### src/rtl/time_display_pkg.sv
// Shared types and constants for the countdown display: converter states,
// 7-segment code table and BCD helpers.
// Latency: n/a (declarations only). Backpressure: n/a.
package time_display_pkg;

    localparam int NUM_DIGITS = 4;
    localparam int BIN_W      = 14;
    localparam int SAT_MAX    = 9999;

    typedef enum logic [1:0] {
        ST_IDLE  = 2'd0,
        ST_SHIFT = 2'd1,
        ST_DONE  = 2'd2
    } conv_state_t;

    // Active-low segment codes {g,f,e,d,c,b,a}; index 9 is the leftmost entry.
    localparam logic [9:0][6:0] SEG_CODES = {
        7'h10, 7'h00, 7'h78, 7'h02, 7'h12,
        7'h19, 7'h30, 7'h24, 7'h79, 7'h40
    };

    // Double-dabble correction: add 3 to every nibble that is 5 or more, so
    // the following left shift carries correctly into the next decade.
    function automatic logic [15:0] bcd_adjust(input logic [15:0] v);
        logic [15:0] r;
        r = v;
        for (int i = 0; i < NUM_DIGITS; i++) begin
            if (v[i*4 +: 4] >= 4'd5) begin
                r[i*4 +: 4] = v[i*4 +: 4] + 4'd3;
            end
        end
        return r;
    endfunction

    // Recovers the binary value of a 4-digit BCD word.
    function automatic logic [BIN_W-1:0] bcd_to_bin(input logic [15:0] b);
        int v;
        v = int'(b[15:12]) * 1000 + int'(b[11:8]) * 100
          + int'(b[7:4]) * 10 + int'(b[3:0]);
        return BIN_W'(v);
    endfunction

endpackage

### src/rtl/time_display_seg7_decode.sv
// BCD digit to active-low 7-segment decoder; codes 10..15 turn all segments off.
// Latency: combinational. Backpressure: none.
// Ports: i_bcd (4-bit digit in), o_seg (7-bit {g,f,e,d,c,b,a}, active low).
module seg7_decode
    import time_display_pkg::*;
(
    input  logic [3:0] i_bcd,
    output logic [6:0] o_seg
);

    always_comb begin
        o_seg = 7'h7F;
        if (i_bcd <= 4'd9) begin
            o_seg = SEG_CODES[i_bcd];
        end
    end

endmodule

### src/rtl/time_display.sv
// Countdown display: clamps time_left to 0..9999, converts it to BCD by a
// continuously repeating 16-cycle double-dabble FSM and multiplexes it onto a
// 4-digit active-low 7-segment display with leading-zero blanking.
// Latency: bcd_out/conv_done update on the 16th edge after the IDLE sample.
// Backpressure: none; free-running, input sampled once per conversion.
// Ports: clock, reset (async active low), time_left[31:0] (signed seconds),
//        bcd_out[15:0], conv_done (1-cycle pulse), seg[6:0], an[3:0].
// Optional: define TIME_DISPLAY_BLINK_EN to blank the display on alternate
//           BLINK_DIV-cycle phases while the shown value is 1..BLINK_THRESH.
module time_display
    import time_display_pkg::*;
#(
    parameter int SCAN_DIV     = 50000,
    parameter int BLINK_DIV    = 25000000,
    parameter int BLINK_THRESH = 10
) (
    input  logic        clock,
    input  logic        reset,
    input  logic [31:0] time_left,
    output logic [15:0] bcd_out,
    output logic        conv_done,
    output logic [6:0]  seg,
    output logic [3:0]  an
);

    localparam int SCAN_W = (SCAN_DIV > 1) ? $clog2(SCAN_DIV) : 1;

    if (SCAN_DIV < 2 || SCAN_DIV > (1 << 20) || BLINK_DIV < 2 || BLINK_THRESH < 0) begin : g_bad_param
        $error("time_display: parameter out of range");
    end

    // Input conditioning: negative -> 0, above 9999 -> 9999.
    logic [BIN_W-1:0] w_cond;
    always_comb begin
        if (time_left[31]) begin
            w_cond = '0;
        end else if (time_left[30:0] > 31'(SAT_MAX)) begin
            w_cond = BIN_W'(SAT_MAX);
        end else begin
            w_cond = time_left[BIN_W-1:0];
        end
    end

    // Converter: 1 IDLE + 14 SHIFT + 1 DONE = 16 cycles per conversion.
    conv_state_t      r_state;
    logic [BIN_W-1:0] r_bin;
    logic [15:0]      r_acc;
    logic [3:0]       r_cnt;
    logic [15:0]      r_bcd;
    logic             r_done;
    logic [15:0]      w_adj;

    assign w_adj = bcd_adjust(r_acc);

    always_ff @(posedge clock or negedge reset) begin
        if (!reset) begin
            r_state <= ST_IDLE;
            r_bin   <= '0;
            r_acc   <= '0;
            r_cnt   <= '0;
            r_bcd   <= '0;
            r_done  <= 1'b0;
        end else begin
            r_done <= 1'b0;
            case (r_state)
                ST_IDLE: begin
                    r_bin   <= w_cond;
                    r_acc   <= '0;
                    r_cnt   <= 4'(BIN_W);
                    r_state <= ST_SHIFT;
                end
                ST_SHIFT: begin
                    r_acc <= (w_adj << 1) | {15'b0, r_bin[BIN_W-1]};
                    r_bin <= r_bin << 1;
                    r_cnt <= r_cnt - 4'd1;
                    if (r_cnt == 4'd1) begin
                        r_state <= ST_DONE;
                    end
                end
                ST_DONE: begin
                    r_bcd   <= r_acc;
                    r_done  <= 1'b1;
                    r_state <= ST_IDLE;
                end
                default: r_state <= ST_IDLE;
            endcase
        end
    end

    assign bcd_out   = r_bcd;
    assign conv_done = r_done;

    // Digit scan.
    logic [SCAN_W-1:0] r_scan_cnt;
    logic [1:0]        r_digit;

    always_ff @(posedge clock or negedge reset) begin
        if (!reset) begin
            r_scan_cnt <= '0;
            r_digit    <= '0;
        end else if (r_scan_cnt == SCAN_W'(SCAN_DIV - 1)) begin
            r_scan_cnt <= '0;
            r_digit    <= r_digit + 2'd1;
        end else begin
            r_scan_cnt <= r_scan_cnt + SCAN_W'(1);
        end
    end

    // A digit is a leading zero when it and every digit above it are zero;
    // digit 0 always shows so that zero reads "0".
    logic       w_blank;
    logic       w_blink_off;
    logic [3:0] w_nib;

    assign w_blank = (r_digit != 2'd0) && ((bcd_out >> {r_digit, 2'b00}) == 16'h0);
    assign w_nib   = bcd_out[{r_digit, 2'b00} +: 4];

`ifdef TIME_DISPLAY_BLINK_EN
    localparam int BLINK_W = $clog2(BLINK_DIV);

    logic [BLINK_W-1:0] r_blink_cnt;
    logic               r_blink_phase;
    logic [BIN_W-1:0]   w_disp_val;

    always_ff @(posedge clock or negedge reset) begin
        if (!reset) begin
            r_blink_cnt   <= '0;
            r_blink_phase <= 1'b0;
        end else if (r_blink_cnt == BLINK_W'(BLINK_DIV - 1)) begin
            r_blink_cnt   <= '0;
            r_blink_phase <= ~r_blink_phase;
        end else begin
            r_blink_cnt <= r_blink_cnt + BLINK_W'(1);
        end
    end

    // Zero is held steady; only small non-zero values blink.
    assign w_disp_val  = bcd_to_bin(bcd_out);
    assign w_blink_off = r_blink_phase && (w_disp_val != '0)
                       && (int'(w_disp_val) <= BLINK_THRESH);
`else
    assign w_blink_off = 1'b0;
`endif

    assign an = (w_blank || w_blink_off) ? 4'hF : ~(4'b0001 << r_digit);

    seg7_decode u_seg7_decode (
        .i_bcd (w_nib),
        .o_seg (seg)
    );

endmodule

### config.mk
export PLATFORM = sky130hd
export DESIGN_NAME = time_display
export DESIGN_NICKNAME = d
export VERILOG_FILES = /design/src/rtl/time_display_pkg.sv /design/src/rtl/time_display_seg7_decode.sv /design/src/rtl/time_display.sv
export SDC_FILE = /design/constraint.sdc
export NUM_CORES = 1
export LEC_CHECK = 0
export ABC_CLOCK_PERIOD_IN_PS = 5600
export CORE_MARGIN = 2
export CORE_UTILIZATION = 50
export DETAILED_ROUTE_END_ITERATION = 16
export PLACE_DENSITY = 0.8
export SLEW_MARGIN = 15
export SYNTH_ARGS = -nofsm -noshare
export SYNTH_HDL_FRONTEND = slang
export SYNTH_SLANG_ARGS = --single-unit
### constraint.sdc
create_clock -name clock -period 5.6 [get_ports clock]
set_clock_uncertainty 0.1 [all_clocks]
set_input_delay 1.68 -clock clock [delete_from_list [all_inputs] [get_ports clock]]
set_output_delay 1.68 -clock clock [all_outputs]
set_load 0.01 [all_outputs]
==> impl_metrics.env <==
export IMPL_synth_nets=414
export IMPL_end_kind="output port"
export IMPL_finalCritPeriodShare_pct=88.3
export IMPL_final_max_slew_viol_count=0
export IMPL_grt_start_max_net_pins=41
export IMPL_whs_ns=0.387
export IMPL_synth_edf_count=0
export IMPL_max_freq_mhz=202
export IMPL_syn_area_um2=3730
export IMPL_cp_start_kind="flip-flop"
export IMPL_clock_latency_ns=0.34
export IMPL_nNetsFinal=476
export IMPL_synth_compound_area_share_pct=12.8
export IMPL_via_per_inst=5.52
export IMPL_synth_warnings=0
export IMPL_drtIter0Drc=111
export IMPL_p_leak_nw=2.03
export IMPL_grt_usage_pct=19.5
export IMPL_synth_distinct_cells=41
export IMPL_synthCells=360
export IMPL_synth_xor_area_share_pct=4.93
export IMPL_drc=0
export IMPL_synth_top_area_share_pct=47.6
export IMPL_placedCellCount=510
export IMPL_drive_above_1_share_pct=10.8
export IMPL_initial_core_util_pct=51.4
export IMPL_finalNonFillerCells=526
export IMPL_rows=31
export IMPL_max_cap_violations=0
export IMPL_fin_crit_ns=4.94
export IMPL_hold_viol=0
export IMPL_setup_viol=0
export IMPL_worst_ep_arrival_time_ns=3.16
export IMPL_coreArea_um2=7250
export IMPL_cts_sinks=71
export IMPL_grt_pass1_vias=2834
export IMPL_gp_congestion=0.842
export IMPL_crit_chain="mux4_2 -> inv_1 -> ha_1 -> or4b_1 -> a211o_1 -> nand2_1 -> clkdlybuf4s50_1"
export IMPL_path_delay_family="buffers and inverters"
export IMPL_die_h_um=90.4
export IMPL_synthArstFlopShare_pct=100
export IMPL_synth_area_leaders="dfrtp_1 48%, ha_1 6.7%, mux2_2 5.1%"
export IMPL_synth_top_family_by_area="simple AND/OR/NAND/NOR gates"
export IMPL_top_usage_layer="met2"
export IMPL_path_max_fanout=7
export IMPL_synth_simple_area_share_pct=15.5
export IMPL_critical_path_max_stage_delay_ns=0.61
export IMPL_cp_data_required_time_ns=3.82
export IMPL_ctsHoldBuffers=0
export IMPL_grt_ovfl_total=0
export IMPL_cts_made_buffers=9
export IMPL_postCtsSetupBuffers=0
export IMPL_hpwl_um=5560
export IMPL_tritoncts="built"
export IMPL_yosysMostFrequentCell="dfrtp_1"
export IMPL_io_pins=62
export IMPL_crit_type="flip-flop to output port"
export IMPL_fp_dieArea_um2=8170
export IMPL_clock_root_buffer="clkbuf_8"
export IMPL_syn_area_per_cell_um2=10.4
export IMPL_synthAdderAreaFrac_pct=6.71
export IMPL_cts_resized=0
export IMPL_grt_first_pass_wirelength_um=13000
export IMPL_diodes=0
export IMPL_grt_util_met1_pct=25.4
export IMPL_use_met2_pct=31.6
export IMPL_synth_seq_area_share_pct=47.6
export IMPL_met3_usage_pct=4.09
export IMPL_hp_class="flip-flop to flip-flop"
export IMPL_antenna_found_initial=0
export IMPL_clk_pin_slew_worst_paths_ns=0.07
export IMPL_ys_flop_type="dfrtp_1"
export IMPL_synth_largest_area_cell="dfrtp_1"
export IMPL_ir_drop_v=0.000137
export IMPL_setup_tns_ns=0
export IMPL_routedWlPerCell_um=14.3
export IMPL_crit_path_top_delay_cell="mux4_2"
export IMPL_path_buf_inv=2
export IMPL_vias=2906
export IMPL_die_w_um=90.4
export IMPL_syn_to_final_growth_pct=24.7
export IMPL_worst_slew_pin_slew_ns=0.690
export IMPL_final_area_um2=4650
export IMPL_power_density_nw_per_um2=311
export IMPL_clk_path_buf_depth=2
export IMPL_status="finished clean"
export IMPL_h_tree_depth=3
export IMPL_max_slew_margin_pct=54.0
export IMPL_yosys_mux_area_fraction_pct=8.35
export IMPL_rsz0062_at_grt="false"
export IMPL_ant_nets=0
export IMPL_finalWirelength_um=7500
export IMPL_utilization_pct=64.1
export IMPL_synth_seq_cells=71
export IMPL_port_buffers=61
export IMPL_synthTopCellsByCount="71 x dfrtp_1, 33 x nand2_1, 28 x o21ai_0"
export IMPL_dr_pass1_iters=4
export IMPL_place_area_um2=4420
[state kept, by name (all words and copies together), names as in the netlist]
signal / flops
r_cnt: 4
r_bin: 14
r_state: 2
bcd_out: 16
conv_done: 1
r_acc: 16
r_scan_cnt: 16
r_digit: 2
[power by group]
part,internal (mW),leakage [nW],switching [mW]
Combinational,0.229,1.00,0.168
Sequential,0.553,0.921,0.0471
Clock,0.263,0.110,0.187
[worst paths after layout]
kind / from / endpoint / slack (ns) / cells after the start
worst max-delay path: r_digit[0] / an[1] / 0.66 / 7
worst min-delay path: r_scan_cnt[0] / r_scan_cnt[0] / 0.39 / 1
worst max register to register: r_state[1] / bcd_out[8] / 3.11 / 4
worst min register to register: r_scan_cnt[0] / r_scan_cnt[0] / 0.39 / 1
max in group asynchronous: reset / bcd_out[15] / 3.17 / 2
min in group asynchronous: reset / r_cnt[3] / 1.27 / 1
[placed cells by master, fill, tap and decap left out, types with 2 or more instances in the layout]
cell type,count
dfrtp_1,71
clkdlybuf4s50_1,60
nand2_1,33
o21ai_0,28
inv_1,22
nor2_1,22
ha_1,20
mux2_2,17
nor4_1,15
xnor2_1,14
a22oi_1,13
a21oi_1,10
a22o_1,10
clkbuf_8,10
o21ai_1,8
nor3_1,7
xor2_1,7
nand3_1,6
nor2b_1,5
nand2b_1,5
mux4_2,4
nand4_1,4
buf_4,4
nand3b_1,3
mux2i_1,3
o31ai_1,3
or4b_1,2
and3_1,2
a31o_2,2
bufinv_16,2
[metal layers]
metal  up-vias  share of wire (%)
li1       1411                  -
met1      1390                 48
met2        91                 45
met3        14                4.7
met4         0                2.2
met5         -                  0
[cell type report]
cell class,instances,area [um^2]
clock buffer,11,141
clock inverter,5,81.3
fill,586,2600
inverter,22,82.6
multi-input combinational,253,1810
sequential,71,1780
tap,99,124
timing repair buffer,65,636
[per-stage QoR]
stage | power, mW | worst slack, ns
2_1_floorplan | 0.775 | 1.65
3_3_place_gp | 0.995 | 1.12
3_5_place_dp | 1.01 | 1.00
4_1_cts | 1.46 | 0.615
5_1_grt | 1.52 | 0.502
6_report | 1.45 | 0.656
[cells by family after synthesis]
| family | after synthesis |
|---|---|
| buffers and inverters | 36 |
| multiplexers | 24 |
| flip-flops | 71 |
| adder cells (fa/ha/maj) | 20 |
| XOR/XNOR | 21 |
| AND/OR/NAND/NOR | 111 |
| AO/OA/AOI/OAI | 77 |
Power figures use the tool's default switching activity.
